$ cat src/rtl/selec_color_paleta.sv
// selec_color_paleta: registered VGA pixel-colour generator.
// Picks blank / background / palette foreground each cycle, with a writable
// palette (write-through on read-during-write) and a frame-locked blink mask.
module selec_color_paleta #(
    parameter int CW           = 8,
    parameter int NCOL         = 4,
    parameter int BLINK_FRAMES = 30,
    parameter logic [CW-1:0] BG_R = CW'(0),
    parameter logic [CW-1:0] BG_G = CW'(255),
    parameter logic [CW-1:0] BG_B = CW'(0),
    parameter logic [CW-1:0] FG_R = CW'(127),
    parameter logic [CW-1:0] FG_G = CW'(127),
    parameter logic [CW-1:0] FG_B = CW'(0),
    localparam int IW = $clog2(NCOL)
) (
    input  logic            clk,
    input  logic            reset,
    input  logic            video_on,
    input  logic            frame_tick,
    input  logic            Seleccion_color,
    input  logic [IW-1:0]   fg_idx,
    input  logic            blink_en,
    input  logic            pal_we,
    input  logic [IW-1:0]   pal_addr,
    input  logic [3*CW-1:0] pal_data,
    output logic [CW-1:0]   R,
    output logic [CW-1:0]   G,
    output logic [CW-1:0]   B,
    output logic            pix_valid
);

    localparam logic [3*CW-1:0] BG_RGB = {BG_R, BG_G, BG_B};
    localparam logic [3*CW-1:0] FG_RGB = {FG_R, FG_G, FG_B};
    // One extra bit so NCOL itself is representable for range checks
    localparam logic [IW:0]     NCOL_W = NCOL[IW:0];
    localparam int              CNTW   = $clog2(BLINK_FRAMES + 1);
    localparam logic [CNTW-1:0] CNT_LAST = CNTW'(BLINK_FRAMES - 1);

    logic [3*CW-1:0] r_pal [NCOL];
    logic [CNTW-1:0] r_blink_cnt;
    logic            r_blink_phase;
    logic [3*CW-1:0] r_rgb;
    logic            r_valid;

    logic            w_wr_ok;
    logic            w_idx_ok;
    logic [3*CW-1:0] w_pal_rd;
    logic [3*CW-1:0] w_fg;
    logic [3*CW-1:0] w_rgb_next;

    // Palette lookup with write-through forwarding and output priority select
    always_comb begin
        w_wr_ok  = pal_we && ({1'b0, pal_addr} < NCOL_W);
        w_idx_ok = ({1'b0, fg_idx} < NCOL_W);
        w_pal_rd = BG_RGB;
        for (int i = 0; i < NCOL; i++) begin
            if (fg_idx == IW'(i)) begin
                w_pal_rd = r_pal[i];
            end
        end
        if (w_wr_ok && (pal_addr == fg_idx)) begin
            w_fg = pal_data;
        end else begin
            w_fg = w_pal_rd;
        end
        if (!video_on) begin
            w_rgb_next = '0;
        end else if (!Seleccion_color) begin
            w_rgb_next = BG_RGB;
        end else if (blink_en && r_blink_phase) begin
            w_rgb_next = BG_RGB;
        end else if (!w_idx_ok) begin
            w_rgb_next = BG_RGB;
        end else begin
            w_rgb_next = w_fg;
        end
    end

    // Palette storage: reset to the default foreground, writes to valid addresses only
    always_ff @(posedge clk) begin
        for (int i = 0; i < NCOL; i++) begin
            if (reset) begin
                r_pal[i] <= FG_RGB;
            end else if (w_wr_ok && (pal_addr == IW'(i))) begin
                r_pal[i] <= pal_data;
            end
        end
    end

    // Blink timebase: counts frame ticks regardless of blink_en, toggles phase on wrap
    always_ff @(posedge clk) begin
        if (reset) begin
            r_blink_cnt   <= '0;
            r_blink_phase <= 1'b0;
        end else if (frame_tick) begin
            if (r_blink_cnt == CNT_LAST) begin
                r_blink_cnt   <= '0;
                r_blink_phase <= ~r_blink_phase;
            end else begin
                r_blink_cnt   <= r_blink_cnt + 1'b1;
            end
        end
    end

    // Output register: one cycle of latency for colour and valid flag
    always_ff @(posedge clk) begin
        if (reset) begin
            r_rgb   <= '0;
            r_valid <= 1'b0;
        end else begin
            r_rgb   <= w_rgb_next;
            r_valid <= video_on;
        end
    end

    assign R         = r_rgb[3*CW-1:2*CW];
    assign G         = r_rgb[2*CW-1:CW];
    assign B         = r_rgb[CW-1:0];
    assign pix_valid = r_valid;

endmodule

$ cat config.mk
export PLATFORM = sky130hd
export DESIGN_NAME = selec_color_paleta
export DESIGN_NICKNAME = d
export VERILOG_FILES = /design/src/rtl/selec_color_paleta.sv
export SDC_FILE = /design/constraint.sdc
export NUM_CORES = 1
export LEC_CHECK = 0
export BUFFER_PORTS_ARGS = -buffer_cell sky130_fd_sc_hd__buf_4
export CAP_MARGIN = 10
export CORE_AREA = 2 2 105 107
export DETAILED_ROUTE_END_ITERATION = 8
export DIE_AREA = 0 0 107 109
export PLACE_DENSITY = 0.75
export SLEW_MARGIN = 15
export SYNTH_ARGS = -nofsm -noshare
export SYNTH_HDL_FRONTEND = slang
export SYNTH_SLANG_ARGS = --single-unit
$ cat constraint.sdc
create_clock -name clk -period 2.5 [get_ports clk]
set_input_delay 0.125 -clock clk [delete_from_list [all_inputs] [get_ports clk]]
set_output_delay 0.125 -clock clk [all_outputs]
set_load 0.02 [all_outputs]
# Word level (Yosys, flattened, before mapping)
# Memories as Yosys holds them, arrays and structs flattened.
# Index checks and enable logic that the tools add are counted.
# totals
register_bits	31
ram_bits	96
in_bits	35
output_inout_bits	25
n_memories	1
# mem_list
name	words	width	rd	rd_ports_with_merged_regs	write_ports	line	rtl
r_pal	4	24	4	0	4	39	logic [3*CW-1:0] r_pal [NCOL];
# classes
add_sub_neg	1
eq_ne	8
mux	26
bitwise_logic	7
reduce_logical	11
# op_table
cell	n
$mux W24	9
$mux W16	2
$mux W1	14
$eq A2 B2 Y1 const B	4
$logic_and A1 B1 Y1	6
$add A5 B1 Y5 const B	1
$eq A5 B5 Y1 const B	1
$mux W5	1
$eq A2 B1 Y1 const B	2
$logic_not A2 Y1	2
$or A1 B1 Y1	4
$reduce_or A4 Y1	1
$not A1 Y1	3
$eq A2 B2 Y1	1
$reduce_and A2 Y1	1
$reduce_or A2 Y1	1

# Depth between registers and ports, before layout
# Gate-level depths: netlist of the first run.
# logic_depth
depth_word	8
mapped_depth	6
ltp_nobuf	5

# Least setup slack after synthesis of the first run
# Ideal clock, no wire load.
# synth_path
path_type	input-to-reg
startpoint	input port pal_we
endpoint	memory r_pal[2][0] (netlist bit), enable pin
arrival_ps	1043
setup_slack_ps	1091
cell_stages	3
path_cell_list	buf_2 buf_1 a31o_2
# synth_lines
element	line	rtl
start, declared	23	input logic pal_we,
end, declared	39	

==> summary.txt, run 1 <==
Finish
  • Ant. Diodes: 0
  • Share of cells above drive strength 1: 26.6%
  • Most frequent cells in the layout: edfxtp_1 (96), buf_4 (69), nand2b_1 (56)
  • Area growth, synth to finish: 23.6%
  • Most common cell after layout, fill and taps aside: edfxtp_1
  • Non-Filler Instances: 628
  • Nets: 512
  • Final instance area: 7000 µm²
  • Sequential cell area: 3500 µm²
  • Fill count: 774
  • Multi-input logic area: between 1500 and 2000 µm²

Worst setup path
  • Startpoint Class: primary input
  • CP Capture Type: flip-flop
  • CP max stage cell: nor3_2
  • Setup Crit Path Kind: in2reg
  • CP peak stage delay: 0.64 ns
  • CP cell instances: dlygate4sd3_1, buf_4, nand2b_4, nor3_2, buf_4, nand2b_1
  • Crit path top cell by count: buf_4
  • Worst-path maximum fanout: 13
  • CP top delay family: buffers and inverters
  • Worst Path Required: ~2.8 ns
  • Arr. time, crit path: 2.06 ns
  • Buffers and inverters on the worst path: 3

Power and ir drop
  • LEAKAGE: 2.51 nW
  • Max VDD drop: 0.401 mV
  • PwrDens: 768 nW/µm²
  • Design Power: 0.00538 W

Placed design
  • Routability cong.: between 0.7 and 0.8
  • Dpl cell area: 6160 µm²
  • DP Cell Count: 570
  • DP HPWL: ~7200 µm
  • I/O Buffers: 59

Die
  • Initial core utilization: 53.4%
  • Die Wd: 107 µm
  • I/O pin count: 60
  • Die area: approximately 12,000 µm²
  • # rows: 38
  • Die H: 109 µm
  • Core Region: 10,600 µm²

Route
  • Initial drt markers: 349
  • WL/cell: 20.6 µm
  • DRC viols: 0
  • Vias per cell: 5.87
  • First-pass detailed-route iteration total: 5
  • Via count: 3,687
  • Final WL: between 10,000 and 15,000 µm
  • Detail Route Antenna Nets: 0

Timing
  • Slew Viols, Final: 0
  • Period utilization: 71.9%
  • Final hold slack: 0.0568 ns
  • Crit path time final: 1.80 ns
  • Clock Skews: between 0.008 and 0.009 ns
  • Setup Viol. Count Final: 0
  • Max-slew headroom: 36.3%
  • Fin. Hold Viols: 0
  • Setup_tns: 0 ns
  • Fmax: roughly 560 MHz
  • Unrepaired setup endpoints after global routing: false
  • Slew @ Worst Pin: 0.954 ns

Global routing
  • Largest net degree at the start of global routing: 31
  • Gr ovfl total: 0
  • Gr usage total: 24.0%
  • Initial antenna violation count: 0
  • Number of global-route vias before repair: 3,798
  • Wire length of the first global-routing pass: approximately 20,000 µm

Status
  • Status: complete, no violations

Job
  • Max Cap Viol: 0

Clocking
  • Post-CTS Repair Setup Buffers: 0
  • Clk root buf: clkbuf_8
  • CTS Sinks: 127
  • CTS Buf Count: 17
  • CTS tree: built
  • Clk slew on worst S/H paths: 0.06 ns
  • Clock Latency Late Sink: 0.52 ns
  • Bufs on Longest Clock Path: 2
  • H-tree depth: 4

Synthesis
  • Syn Area/Cell: 14.4 µm²
  • Register area share after synthesis: 61.9%
  • EDFF count, synth: 96
  • Primary FF master, synth: edfxtp_1
  • Ys Warns: 0
  • Mapped Area: 5660 µm²
  • Asr flop ratio synth: 0%
  • Post-Syn Instances: 393
  • Net Count, Synth: 430
  • Register bit count reported by yosys: around 130
  • Yosys cell types: 36

Hold path
  • HP Class: in2reg
area by class of cell:
cell class	count	share of cell area (%)
sequential	127	50.1
multi-input combinational	229	27.7
timing repair buffer	95	11.1
clock buffer	27	7.17
tap	140	2.50
clock inverter	5	1.11
inverter	5	0.268
sequential cells by signal (all words and copies together), names as in the netlist:
| signal | cells |
|---|---|
| r_pal | 96 |
| r_rgb | 24 |
| r_blink_cnt | 5 |
| pix_valid | 1 |
| r_blink_phase | 1 |
cell families after synthesis:
logic type      share of synthesized area, %
buf+inv                                 3.78
flops                                   61.9
fa+ha+maj                              0.442
xor+xnor                                1.77
mux                                     9.82
simple gates                            15.5
compound gates                          6.74
layer usage:
layer	vias to the layer above	track usage (%)	routed length, µm
li1	1654	-	-
met1	1851	29.5	5020
met2	164	40.9	6740
met3	18	6.28	1030
met4	0	9.18	158
met5	-	0	0
metrics by stage:
stage	setup WS [ns]	util, %
after CTS	0.742	66.0
after detailed placement	0.626	58.1
after global placement	0.680	58.1
after floorplan	1.09	-
after global routing	0.650	66.0
final	0.703	66.0
worst min-delay path, cell delays in order:
cell and delay (ns):
buf_4 0.16, nor3_4 0.10, nand2b_1 0.08
synthesized netlist by cell type, types with 7 or more instances:
cell      instances  area share, %
a31oi_1           8           0.88
a21oi_1          17            1.5
and2_1           40            4.4
nand2b_1         56            6.2
edfxtp_1         96             51
dfxtp_1          31             11
clkbuf_1          7           0.46
mux4_2           20            8.0
o31ai_1          24            3.2
buf_2            17            1.5
nand4_1          26            2.9
where the power goes:
| part | switching, W | internal, W | total, W |
|---|---|---|---|
| sequential | 0.0000408 | 0.00241 | 0.00246 |
| clock | 0.000831 | 0.00155 | 0.00238 |
| combinational | 0.000302 | 0.000239 | 0.000541 |
| total | 0.00117 | 0.00420 | 0.00538 |
path summary, 6_finish.rpt:
path                         startpoint                          to  slack [ns]  cells after the start
min reg2reg  r_blink_phase$_SDFFE_PP0P_  r_blink_phase$_SDFFE_PP0P_        0.51                      2
max                               reset  r_pal[2][16]$_SDFFCE_PN1P_        0.70                      6
max reg2reg  r_blink_phase$_SDFFE_PP0P_        r_rgb[16]$_SDFF_PP0_        1.01                      4
min                         pal_addr[1]  r_pal[1][12]$_SDFFCE_PN1P_        0.06                      3
what timing repair did:
action | CTS | global route
endpoints found under the hold margin | 125 | 0
resized for setup | 0 | 0
hold buffers | 26 | 0
No activity file was read; power rests on OpenSTA's default activity.
==> run 2, diff against run 1 <==
Settings changed: CORE_AREA 2 2 105 107 to 2 2 107 109, DIE_AREA 0 0 107 109 to 0 0 109 111.
Clock period 2.5 ns to 1.5 ns, I/O delays scaled along.
==> run 2 against run 1 <==
Against the previous run: final cell count is 3.8% higher; global-route usage shrank 0.14 points; utilization fell by 0.38 points; sequential power is 66% higher; first-iteration DRC count is 3.7% lower; wire length is 3.1% higher; clock power grew 61%; design area grew 3.9%; hold slack better by 0.082 ns; worst setup slack worse by 0.55 ns; non-clock buffer count is 21 higher; critical path type unchanged.
==> summary.txt, run 2 (synthesis results as in run 1) <==
Global routing
  • Initial antenna violation count: 0 (unchanged)
  • Gr usage total: 23.8% (was 24.0%)
  • Gr ovfl total: 0 (unchanged)
  • Number of global-route vias before repair: 3,873 (was 3,798)
  • Largest net degree at the start of global routing: 25 (was 31)
  • Wire length of the first global-routing pass: 20,900 µm (was 20,200 µm)

Worst setup path
  • Worst Path Required: 1.67 ns (was 2.76 ns)
  • RR Endpoint: r_rgb[13]$_SDFF_PP0_ (was r_rgb[16]$_SDFF_PP0_)
  • Startpoint Class: primary input (unchanged)
  • Buffers and inverters on the worst path: 3 (unchanged)
  • Crit path to: r_pal[2][16]$_SDFFCE_PN1P_ (unchanged)
  • CP max stage cell: dlygate4sd3_1 (was nor3_2)
  • Crit. Startpoint: reset (unchanged)
  • CP top delay family: buffers and inverters (unchanged)
  • CP Capture Type: flip-flop (unchanged)
  • RR Startpoint: r_pal[1][13]$_SDFFCE_PN1P_ (was r_blink_phase$_SDFFE_PP0P_)
  • FF-to-FF setup slack: 0.23 ns (was 1.01 ns)
  • CP cell instances: dlygate4sd3_1, buf_4, nand2b_4, nor3_2, buf_12, nand2b_1 (was dlygate4sd3_1, buf_4, nand2b_4, nor3_2, buf_4, nand2b_1)
  • Critical path depth in cells: 6 (unchanged)
  • Setup Crit Path Kind: in2reg (unchanged)
  • Arr. time, crit path: 1.51 ns (was 2.06 ns)
  • Worst-path maximum fanout: 15 (was 13)
  • CP peak stage delay: 0.54 ns (was 0.64 ns)
  • Reg2reg path depth: 3 (was 4)

Route
  • Detail Route Antenna Nets: 0 (unchanged)
  • First-pass detailed-route iteration total: 5 (unchanged)
  • Routed length on met2: 6780 µm (was 6740 µm)
  • Final WL: 13,300 µm (was 12,900 µm)
  • Met3 wirelength from detailed routing: 917 µm (was 1030 µm)
  • Initial drt markers: 336 (was 349)
  • Max layer used: met4 (unchanged)
  • WL/cell: 20.5 µm (was 20.6 µm)
  • Via count: 3,728 (was 3,687)
  • DRC viols: 0 (unchanged)
  • Metal-1 WL: 5470 µm (was 5020 µm)
  • Vias per cell: 5.72 (was 5.87)

Clocking
  • CTS Sinks: 127 (unchanged)
  • Hold_buf cts: 27 (was 26)
  • Post-CTS Repair Setup Buffers: 0 (unchanged)
  • CTS Buf Count: 17 (unchanged)
  • CTS tree: built (unchanged)
  • H-tree depth: 4 (unchanged)
  • Clock Latency Late Sink: 0.41 ns (was 0.52 ns)
  • Clk slew on worst S/H paths: 0.05 ns (was 0.06 ns)
  • Bufs on Longest Clock Path: 2 (unchanged)
  • Clk root buf: clkbuf_16 (was clkbuf_8)
  • Post-CTS Resized: 0 (unchanged)

Timing
  • Setup Viol. Count Final: 0 (unchanged)
  • Max-slew headroom: 34.2% (was 36.3%)
  • Slew Viols, Final: 0 (unchanged)
  • Unrepaired setup endpoints after global routing: false (unchanged)
  • Fin. Hold Viols: 0 (unchanged)
  • Slew @ Worst Pin: 0.987 ns (was 0.954 ns)
  • Fmax: between 700 and 800 MHz
  • Clock Skews: 0.00965 ns (was 0.00871 ns)
  • Crit path time final: 1.35 ns
  • Period utilization: 89.9%
  • Final hold slack: 0.139 ns (was 0.0568 ns)

Finish
  • Ant. Diodes: 0 (unchanged)
  • Max reg flops: 96 (unchanged)
  • Share of cells above drive strength 1: 29.7% (was 26.6%)
  • Largest reg by FF count: r_pal (unchanged)
  • Most common cell after layout, fill and taps aside: edfxtp_1 (unchanged)
  • Nets: 533 (was 512)
  • Final instance area: 7270 µm² (was 7000 µm²)
  • Most frequent cells in the layout: edfxtp_1 (96), buf_4 (79), nand2b_1 (56) (was edfxtp_1 (96), buf_4 (69), nand2b_1 (56))
  • Largest registers: r_pal: 96 flops, r_rgb: 24 flops, r_blink_cnt: 5 flops (unchanged)
  • Area growth, synth to finish: 28.4% (was 23.6%)

Die
  • Die Wd: 109 µm (was 107 µm)
  • # rows: 39 (was 38)
  • Initial core utilization: 51.1% (was 53.4%)
  • Core Region: 11,100 µm² (was 10,600 µm²)
  • I/O pin count: 60 (unchanged)
  • Die H: 111 µm (was 109 µm)
  • Die area: 12,100 µm² (was 11,700 µm²)

Power and ir drop
  • PwrDens: 1230 nW/µm² (was 768 nW/µm²)
  • LEAKAGE: 2.65 nW (was 2.51 nW)
  • Max VDD drop: 0.743 mV (was 0.401 mV)
  • Design Power: 0.00892 W (was 0.00538 W)

Placed design
  • DP HPWL: 8280 µm (was 7220 µm)
  • I/O Buffers: 59 (unchanged)
  • Routability cong.: 0.797 (was 0.787)
  • Dpl cell area: 6430 µm² (was 6160 µm²)

Hold path
  • HP Class: in2reg (unchanged)
  • Hold Path Depth: 4 (was 3)

Status
  • Status: complete, no violations (unchanged)

Job
  • Max Cap Viol: 0 (unchanged)
run 2: area by class of cell:
cell class	instances	area, µm²
fillers	796	3810
flip-flops and latches	127	3500
multi-input cells	229	1940
repair buffers	116	1060
clock buffers	27	534
well taps	143	179
clock inverters	5	26.3
inverters	5	18.8
run 2: worst register-to-register path, stage by stage, from the launching register on:
cell	delay, ns
edfxtp_1	0.35
mux4_1	0.54
o31ai_1	0.10
a31oi_1	0.15
run 2: power breakdown:
part | switching (W) | internal, W
registers | 0.0000692 | 0.00402
logic | 0.000524 | 0.000471
clock network | 0.00141 | 0.00242
total | 0.00200 | 0.00691
run 2: per-stage QoR:
stage	setup TNS [ns]	std cells	utilization, %	setup slack, ns
global route	0	652	65.6	0.127
CTS	0	652	65.6	0.156
floorplan	0	393	-	0.141
global placement	0	593	58.1	0.0424
finish	0	652	65.6	0.152
detailed placement	-0.252	593	58.1	-0.0555
run 2: layer usage:
layer	vias up	track usage, %
met5	-	0
met4	0	7.26
met3	15	7.52
met2	149	38.2
met1	1874	31.0
li1	1690	-
run 2: worst min-delay path by stage:
stage	to	slack, ns	from
3_5_place_dp	r_blink_phase$_SDFFE_PP0P_	0.30	reset
5_1_grt	r_rgb[9]$_SDFF_PP0_	0.15	blink_en
2_1_floorplan	r_blink_phase$_SDFFE_PP0P_	0.14	reset
3_3_place_gp	r_blink_phase$_SDFFE_PP0P_	0.29	reset
6_report	r_rgb[9]$_SDFF_PP0_	0.14	blink_en
4_1_cts	r_rgb[9]$_SDFF_PP0_	0.12	blink_en
==> run 3, diff against run 2 <==
Settings changed: ABC_AREA from default to 1, CORE_AREA 2 2 107 109 to 2 2 104 106, DIE_AREA 0 0 109 111 to 0 0 106 108.
==> run 3 against run 2 <==
Against the previous run: critical path depth grew 1; final cell count grew 22%; clock power grew 3%; synthesized cell count grew 37%; global-route usage shrank 0.51 points; fmax grew 2.2%; area after synthesis shrank 6.3%; sequential share of layout area grew 2.4 points; via count grew 12%.
==> summary.txt, run 3 <==
Finish
  • Fill count: 748 (was 796)
  • Most common cell after layout, fill and taps aside: nand2_1 (was edfxtp_1)
  • Ant. Diodes: 0 (unchanged)
  • Multi-input logic area: 1530 µm² (was 1940 µm²)
  • Non-Filler Instances: 797 (was 652)
  • Util after Layout: 67.6% (was 65.6%)
  • Sequential cell area: 3500 µm² (unchanged)
  • Share of cells above drive strength 1: 19.8% (was 29.7%)
  • Largest registers: r_pal: 96 flops, r_rgb: 24 flops, r_blink_cnt: 5 flops (unchanged)
  • Largest reg by FF count: r_pal (unchanged)
  • Most frequent cells in the layout: nand2_1 (156), edfxtp_1 (96), nor2_1 (76) (was edfxtp_1 (96), buf_4 (79), nand2b_1 (56))
  • Max reg flops: 96 (unchanged)
  • Area growth, synth to finish: 30.5% (was 28.4%)
  • Nets: 685 (was 533)

Power and ir drop
  • NetSw: 0.00200 W (about the same)
  • Logic pwr share: 9.3% (was 11.2%)
  • LEAKAGE: 2.89 nW (was 2.65 nW)
  • Sw Share: 22.6% (was 22.5%)
  • PwrDens: 1280 nW/µm² (was 1230 nW/µm²)
  • Seq pwr share: 46.2% (was 45.9%)
  • Clk network pwr share: 44.6% (was 43.0%)
  • Internal power: 0.00685 W (was 0.00691 W)
  • Max VDD drop: 0.802 mV (was 0.743 mV)

Die
  • I/O pin count: 60 (unchanged)
  • Die Wd: 106 µm (was 109 µm)
  • Die area: 11,400 µm² (was 12,100 µm²)
  • Initial core utilization: 51.8% (was 51.1%)
  • # rows: 37 (was 39)
  • Die H: 108 µm (was 111 µm)
  • Core Region: 10,200 µm² (was 11,100 µm²)

Synthesis
  • Count leader, synth: nand2_1 (was edfxtp_1)
  • Synth top area share: 54.4% (was 51.0%)
  • Yosys cell types: 24 (was 36)
  • EDFF count, synth: 96 (unchanged)
  • Asr flop ratio synth: 0% (unchanged)
  • Primary FF master, synth: edfxtp_1 (unchanged)
  • Post-Syn Instances: 539 (was 393)
  • Mapped Area: 5300 µm² (was 5660 µm²)
  • Net Count, Synth: 576 (was 430)
  • Leading area contributor after synthesis: edfxtp_1 (unchanged)
  • Largest cells by area after synthesis: edfxtp_1 (54%), dfxtp_1 (12%), nand2_1 (11%) (was edfxtp_1 (51%), dfxtp_1 (11%), mux4_2 (8.0%))
  • Post-synth top cells: nand2_1 (156), edfxtp_1 (96), nor2_1 (76) (was edfxtp_1 (96), nand2b_1 (56), and2_1 (40))
  • Ys Warns: 0 (unchanged)
  • Syn Area/Cell: 9.83 µm² (was 14.4 µm²)
  • Register area share after synthesis: 66.1% (was 61.9%)
  • Register bit count reported by yosys: 127 (unchanged)

Route
  • First-pass detailed-route iteration total: 6 (was 5)
  • WL/cell: 16.0 µm (was 20.5 µm)
  • DRC viols: 0 (unchanged)
  • Initial drt markers: 316 (was 336)
  • Via count: 4,181 (was 3,728)
  • Vias per cell: 5.25 (was 5.72)
  • Detail Route Antenna Nets: 0 (unchanged)
  • Final WL: 12,800 µm (was 13,300 µm)

Worst setup path
  • Setup Crit Path Kind: in2reg (unchanged)
  • Reg2reg path depth: 5 (was 3)
  • Arr. time, crit path: 1.75 ns (was 1.51 ns)
  • Startpoint Class: primary input (unchanged)
  • Worst-path maximum fanout: 16 (was 15)
  • Critical path depth in cells: 7 (was 6)
  • RR Startpoint: r_blink_phase$_SDFFE_PP0P_ (was r_pal[1][13]$_SDFFCE_PN1P_)
  • CP cell instances: dlygate4sd3_1, buf_4, inv_2, nand2_1, nor2_4, o21ai_1, a21oi_1 (was dlygate4sd3_1, buf_4, nand2b_4, nor3_2, buf_12, nand2b_1)
  • CP top delay family: buffers and inverters (unchanged)
  • Worst Path Required: 1.93 ns (was 1.67 ns)
  • RR Endpoint: r_rgb[6]$_SDFF_PP0_ (was r_rgb[13]$_SDFF_PP0_)
  • CP Capture Type: flip-flop (unchanged)
  • CP max stage cell: dlygate4sd3_1 (unchanged)
  • CP peak stage delay: 0.53 ns (was 0.54 ns)
  • Buffers and inverters on the worst path: 3 (unchanged)
  • FF-to-FF setup slack: 0.23 ns (about the same)

Clocking
  • Clk root buf: clkbuf_8 (was clkbuf_16)
  • Clock Latency Late Sink: 0.52 ns (was 0.41 ns)
  • CTS Sinks: 127 (unchanged)
  • CTS Buf Count: 17 (unchanged)
  • CTS tree: built (unchanged)
  • H-tree depth: 4 (unchanged)
  • Clk slew on worst S/H paths: 0.06 ns (was 0.05 ns)
  • Post-CTS Repair Setup Buffers: 0 (unchanged)
  • Bufs on Longest Clock Path: 2 (unchanged)

Placed design
  • DP Cell Count: 739 (was 593)
  • Routability cong.: 0.849 (was 0.797)
  • I/O Buffers: 59 (unchanged)
  • DP HPWL: 7630 µm (was 8280 µm)

Timing
  • Fmax: 758 MHz (was 742 MHz)
  • Period utilization: 87.9% (was 89.9%)
  • Unrepaired setup endpoints after global routing: false (unchanged)
  • Max-slew headroom: 69.3% (was 34.2%)
  • Slew @ Worst Pin: 0.460 ns (was 0.987 ns)
  • Clock Skews: 0.00781 ns (was 0.00965 ns)
  • Slew Viols, Final: 0 (unchanged)
  • Setup Viol. Count Final: 0 (unchanged)
  • Crit path time final: 1.32 ns (was 1.35 ns)
  • Fin. Hold Viols: 0 (unchanged)

Job
  • Max Cap Viol: 0 (unchanged)

Global routing
  • Gr usage total: 23.3% (was 23.8%)
  • Gr ovfl total: 0 (unchanged)
  • Initial antenna violation count: 0 (unchanged)
  • Number of global-route vias before repair: 4,075 (was 3,873)
  • Largest net degree at the start of global routing: 25 (unchanged)
  • Wire length of the first global-routing pass: 19,800 µm (was 20,900 µm)

Hold path
  • Hold_sp: video_on (was blink_en)
  • Hold Path Depth: 4 (unchanged)
  • Worst Hold End: pix_valid$_SDFF_PP0_ (was r_rgb[9]$_SDFF_PP0_)
  • HP Class: in2reg (unchanged)

Status
  • Status: complete, no violations (unchanged)
run 3: changes by cell type in the layout (fill, tap and decap cells not counted), moves of 20 or more:
cell and change:
nand2_1 +153, nor2_1 +71, nand2b_1 -56, and2_1 -40, inv_1 +38, nand3_1 +24, o31ai_1 -24, mux4_2 -20
run 3: cell families (layout without fill, tap and decap cells):
logic type                 Yosys count  after routing  synth area share (%)
buffers and inverters               67            189                  5.17
DFF                                127            127                  66.1
adders and majority gates            2              2                 0.472
and+or+nand+nor                    282            282                  22.2
xor gates and xnor gates             3              3                 0.496
AOI/OAI and AO/OA                   58             58                  5.52
run 3: cell type report:
cell class	count	area share, %
Inverter	50	2.71
Clock buffer	23	6.77
Tap cell	136	2.46
Multi-Input combinational cell	345	22.2
Sequential cell	127	50.7
Timing Repair Buffer	107	13.6
Clock inverter	9	1.59
run 3: through the flow:
step	instance area [µm²]	setup WS [ns]	setup TNS [ns]	power, W	hold slack, ns
after global placement	6080	0.175	0	0.00488	0.313
after floorplan	5300	-0.232	-11.13	0.00456	0.171
final	6920	0.182	0	0.00885	0.0216
after global routing	6920	0.0814	0	0.00914	0.0224
after CTS	6920	0.123	0	0.00888	0.0107
after detailed placement	6080	0.120	0	0.00491	0.317
run 3: worst max-delay path by stage:
stage                                        to  slack (ns)                         from
floorplan             r_pal[2][0]$_SDFFCE_PN0P_       -0.23                       pal_we
global placement            r_rgb[1]$_SDFF_PP0_        0.18                  pal_addr[1]
detailed placement    r_pal[0][5]$_SDFFCE_PN0P_        0.12                  pal_addr[1]
CTS                 r_blink_cnt[3]$_SDFFE_PP0P_        0.12  r_blink_cnt[0]$_SDFFE_PP0P_
global route                r_rgb[0]$_SDFF_PP0_        0.08                        reset
finish                      r_rgb[6]$_SDFF_PP0_        0.18                        reset
run 3: routing by layer:
metal	global-route usage (%)	wire length (µm)	vias to the layer above
met2	38.7	6380	169
met5	0	0	-
li1	-	-	2006
met1	29.4	5330	1987
met4	8.74	223	0
met3	6.63	817	19
run 3: power groups by stage:
| stage | Sequential, W | Combinational (W) | Clock [W] |
|---|---|---|---|
| floorplan | 0.00418 | 0.000381 | 0 |
| global placement | 0.00415 | 0.000740 | 0 |
| detailed placement | 0.00415 | 0.000758 | 0 |
| CTS | 0.00408 | 0.000819 | 0.00398 |
| global route | 0.00410 | 0.000897 | 0.00414 |
| finish | 0.00409 | 0.000822 | 0.00394 |
run 3: worst min-delay path, stage by stage:
cell     delay (ns)
buf_4          0.08
nand2_1        0.10
buf_4          0.20
inv_1          0.05
run 3: timing repair:
item,CTS,global route
resized for setup,0,1
setup endpoints to repair,0,5
hold buffers,26,0
hold endpoints to repair,125,0
